`src/rtl/counter_min_hour.sv`:
```
// rtl/counter_min_hour.sv - minute/hour counter stage with parallel load and rollover carries
module counter_min_hour #(
    parameter int MIN_W    = 6,
    parameter int HOUR_W   = 5,
    parameter int MIN_MAX  = 59,
    parameter int HOUR_MAX = 23
) (
    input  logic              clock,
    input  logic              reset_min,
    input  logic              enable_min,
    input  logic [MIN_W-1:0]  data_min,
    input  logic              load_min,
    input  logic [HOUR_W-1:0] data_hour,
    input  logic              load_hour,
    output logic [MIN_W-1:0]  count_min,
    output logic [HOUR_W-1:0] count_hour,
    output logic              carry_min,
    output logic              carry_day,
    output logic              load_err
);

    localparam logic [MIN_W-1:0]  MIN_TERM  = MIN_W'(MIN_MAX);
    localparam logic [HOUR_W-1:0] HOUR_TERM = HOUR_W'(HOUR_MAX);
    localparam logic [MIN_W-1:0]  MIN_ONE   = MIN_W'(1);
    localparam logic [HOUR_W-1:0] HOUR_ONE  = HOUR_W'(1);

    logic min_at_max;
    logic hour_at_max;
    logic min_load_ok;
    logic hour_load_ok;
    logic load_reject;

    assign min_at_max   = (count_min == MIN_TERM);
    assign hour_at_max  = (count_hour == HOUR_TERM);
    assign min_load_ok  = (data_min <= MIN_TERM);
    assign hour_load_ok = (data_hour <= HOUR_TERM);

    // A rejected load of either field raises the same single error pulse.
    assign load_reject  = (load_min & ~min_load_ok) | (load_hour & ~hour_load_ok);

    // The carries depend only on registered counts and control strobes, never on data_*.
    assign carry_min = enable_min & min_at_max & ~load_min & ~reset_min;
    assign carry_day = carry_min & hour_at_max & ~load_hour;

    always_ff @(posedge clock) begin
        if (reset_min) begin
            count_min <= '0;
        end else if (load_min) begin
            if (min_load_ok) begin
                count_min <= data_min;
            end
        end else if (enable_min) begin
            count_min <= min_at_max ? '0 : count_min + MIN_ONE;
        end
    end

    // An hour load (valid or not) pre-empts the minute carry for that edge.
    always_ff @(posedge clock) begin
        if (reset_min) begin
            count_hour <= '0;
        end else if (load_hour) begin
            if (hour_load_ok) begin
                count_hour <= data_hour;
            end
        end else if (carry_min) begin
            count_hour <= hour_at_max ? '0 : count_hour + HOUR_ONE;
        end
    end

    always_ff @(posedge clock) begin
        if (reset_min) begin
            load_err <= 1'b0;
        end else begin
            load_err <= load_reject;
        end
    end

endmodule

```
`config.mk`:
```
export PLATFORM = sky130hd
export DESIGN_NAME = counter_min_hour
export DESIGN_NICKNAME = d
export VERILOG_FILES = /design/src/rtl/counter_min_hour.sv
export SDC_FILE = /design/constraint.sdc
export NUM_CORES = 1
export LEC_CHECK = 0
export ABC_AREA = 1
export CORE_MARGIN = 5
export CORE_UTILIZATION = 47
export DETAILED_ROUTE_END_ITERATION = 8
export PLACE_DENSITY = 0.92
export SLEW_MARGIN = 25
export SYNTH_ARGS = -nofsm -noshare
export SYNTH_HDL_FRONTEND = slang
export SYNTH_SLANG_ARGS = --single-unit
```
`constraint.sdc`:
```
create_clock -name clock -period 3.1 [get_ports clock]
set_input_delay 0.465 -clock clock [delete_from_list [all_inputs] [get_ports clock]]
set_output_delay 0.465 -clock clock [all_outputs]
set_load 0.005 [all_outputs]
```
# Yosys cells after proc, flatten, opt, wreduce, memory -nomap -nowiden
# Cells that the tools add are included.
# totals
wordCells	36
output_inout_bits	14
regBits	12
inputBits	16
# op_classes
muxes	8
magnitude_cmp	2
n_eq_ne	4
bitwise	13
n_reduce_logical	4
addsub	2
# ops
operator	n
$mux W6	4
$mux W5	4
$and A1 B1 Y1	7
$add A6 B1 Y6 const B	1
$eq A6 B6 Y1 const B	1
$le A6 B6 Y1 const B	1
$add A5 B1 Y5 const B	1
$eq A5 B5 Y1 const B	1
$le A5 B5 Y1 const B	1
$not A1 Y1	5
$ne A2 B1 Y1 const B	2
$reduce_and A2 Y1	2
$reduce_bool A2 Y1	2
$or A1 B1 Y1	1

# Logic depth before layout (Yosys ltp)
# logic_depth
ltp_word	6
depth_mapped	8
depth_no_buf	8

# Worst setup path before layout
# OpenSTA, ideal clock, no wires.
# synth_path
path_type	register -> output
start	register count_min[0]
end	output port carry_day
path_stages_with_launch	6
arrival_time_ns	1.105
path_slack_ns	1.530
cell_sequence	dfxtp_1 -> ha_1 -> nand2_1 -> nor2_2 -> nand2_1 -> nor4_1
# synth_between
elab_chain_cells	6
# synth_lines
element	line	text
from (decl)	15	output logic [MIN_W-1:0] count_min,
from (signal assigned)	50	count_min <= data_min;
from (signal assigned)	53	count_min <= min_at_max ? '0 : count_min + MIN_ONE;
$eq A6 B6 Y1	33	assign min_at_max = (count_min == MIN_TERM);
$and A1 B1 Y1 (3 in a row)	42	assign carry_min = enable_min & min_at_max & ~load_min & ~reset_min;
$and A1 B1 Y1 (2 in a row)	43	assign carry_day = carry_min & hour_at_max & ~load_hour;
to (decl)	18	output logic carry_day,
# Every way passes these cells.

# Worst setup path in the final report
# layout_path
start	input port reset_min
end	output port carry_day
# layout_between
elab_chain_cells	4
# layout_lines
element	line	text
from (decl)	9	input logic reset_min,
$not A1 Y1	42	
$and A1 B1 Y1	42	
$and A1 B1 Y1 (2 in a row)	43	
# Every way passes these cells.

==> metrics.cfg <==
[grt]
grt_max_degree = 11
grt_pass1_wl_um = 3680
antenna_found_initial = 0
grt_usage_pct = 17.7
grt_pass1_vias = 929
grt.overflow.total = 0

[clocking]
cts_max_path_buffers = 2
cts_resized = 0
clk_latency_ps = 270
cts_made_buffers = 3
hold_buffers = 0
htreeDepth = 1
clk_pin_slew_ps = 70
postCtsSetupBuffers = 0
cts_tree = done
cts_root_buffer = clkbuf_4
cts.sinks = 12

[worst_setup_path]
crit_fanout = 4
worstSetupEndpointType = output port
cp-start-kind = input pin
required_ps = 2630
critPathKind = in -> out
critPathArrivalTime_ps = 2060

[cells_and_area]
syn2layout_area_growth_pct = 40.7
nets = 184
finish.utilization_pct = 69.4
antenna_cells = 0
drive_above_1_share_pct = 9.09
post-route-cell-area_mm2 = 0.00118
nFillCells = 155
seq_area_um2 = 240
instances_no_fill = 190
multi_input_area_um2 = 519

[timing]
hold_ws_ps = 527
worst_pin_slew_ps = 306
fin_skew_ps = 2.54
rsz0062_at_grt = no
setup_viol = 0
fin_crit_sh_pct = 81.5
slew_violations = 0
timing.fmax_ghz = 0.396
fin_tns_setup_ps = 0
slew_headroom_pct = 79.6
period_needed_ps = 2530
finalHoldViolations = 0

[synthesis]
yosysTopAreaCellShare_pct = 28.5
synth_cell_types = 24
synth_flop_cell = dfxtp_1
netlist_area_um2 = 842
syn_nets = 151
synth_area_leaders = dfxtp_1 (29%), nand2_1 (16%), nor2_1 (12%)
synth_edf_count = 0
yosysMostFrequentCell = nand2_1
synth_top_cell_by_area = dfxtp_1
ys_seq_area_share_pct = 28.5
netlist_instances = 133
yosysWarnings = 0
yosys-top-cells-count = nand2_1 (37), nor2_1 (26), inv_1 (13), nand3_1 (13), dfxtp_1 (12)
syn_avg_cell_area_um2 = 6.33
synthArstFlopShare_pct = 0
ys_ff_latch = 12

[floorplan]
die_area_mm2 = 0.00274
core_mm2 = 0.00171
die_h_um = 52.3
row_count = 15
die_width_um = 52.3
io_pins = 30
start_util_pct = 49.3

[power]
leakagePower_nw = 0.549
power_density_mw_per_mm2 = 356
ir_drop_mv = 0.270

[placed_design]
dpl_cell_area_mm2 = 0.00115
portBuffers = 29
place_congestion = 0.862
hpwl_um = 1750
dp.cells = 186

[routing]
wl_per_cell_um = 11.3
ant_nets = 0
drt_first_pass_iters = 4
viasPerCell = 5.01
remaining_drc_errors = 0
first_iter_violations = 16
totalWireLength_um = 2150
vias = 952

[hold_path]
hp-class = reg -> reg

[run]
maxCapViolCount = 0

[status]
status = finished clean

[placed cells by master (no fill, tap or decap)]
master            n
nand4_1           1
o22ai_2           1
nor2_2            1
nand2_1          37
buf_4             1
dfxtp_1          12
o21ai_2           1
clkbuf_4          3
nand2_4           2
xor2_1            3
ha_1              2
clkdlybuf4s50_1  29
nor3_4            1
mux2i_1           1
nand3_2           1
nor4_1            1
nor2_1           26
inv_1            13
nand3_1          13
o22a_1            1
inv_2             2
a21oi_1           3
clkinv_1          1
clkbuf_8          1
o21bai_1          1
o21ai_0           6
or2_2             1
[critical path: stages]
cell and delay, ps:
clkdlybuf4s50_1 520, nor3_4 220, nand2_1 130, nor4_1 180, clkdlybuf4s50_1 550
[metal layers]
layer	part of all wire [%]	wire length, um	track usage, %
met1	42	905	18.4
met2	49	1050	33.5
met3	7.3	157	3.13
met4	1.8	39	8.09
met5	0	0	0
[report_power, final]
group          internal (mW)  switching (mW)  leakage, nW
clock                 0.0714          0.0524       0.0210
combinational         0.0630          0.0532        0.429
sequential             0.167          0.0153       0.0994
[cell type report]
type / instances / share of cell area, %
Tap cell: 25 / 2.64
Inverter: 16 / 5.07
Sequential cell: 12 / 20.3
Clock buffer: 4 / 3.06
Multi-Input combinational cell: 103 / 43.8
Timing Repair Buffer: 30 / 25.1
[worst paths after layout]
| kind | start | endpoint | slack (ps) | cells past startpoint |
|---|---|---|---|---|
| hold reg to reg | count_min[1]$_SDFFE_PP0P_ | count_min[1]$_SDFFE_PP0P_ | 530 | 2 |
| setup reg to reg | count_min[0]$_SDFFE_PP0P_ | count_hour[0]$_SDFFE_PP0P_ | 1670 | 8 |
| setup / recovery | reset_min | carry_day | 570 | 5 |
| hold / removal | count_min[1]$_SDFFE_PP0P_ | count_min[1]$_SDFFE_PP0P_ | 530 | 2 |
[registers in the layout, summed over array words and instances, names as in the netlist]
name	cells
count_min	6
count_hour	5
load_err	1
[through the flow]
stage                     setup slack, ps  total power, mW
final                                 574            0.422
after global routing                  478            0.451
after CTS                             566            0.426
after detailed placement              565            0.302
after global placement                613            0.299
after floorplan                      1530            0.244
[cells by family after synthesis]
| logic type | after synthesis | share of synthesized area [%] |
|---|---|---|
| AND/OR/NAND/NOR | 84 | 44.6 |
| multiplexers | 1 | 1.19 |
| buffers and inverters | 18 | 9.81 |
| adder cells (fa/ha/maj) | 2 | 2.97 |
| AO/OA/AOI/OAI | 13 | 9.81 |
| XOR/XNOR | 3 | 3.12 |
| flip-flops | 12 | 28.5 |
Power figures use the tool's default switching activity.
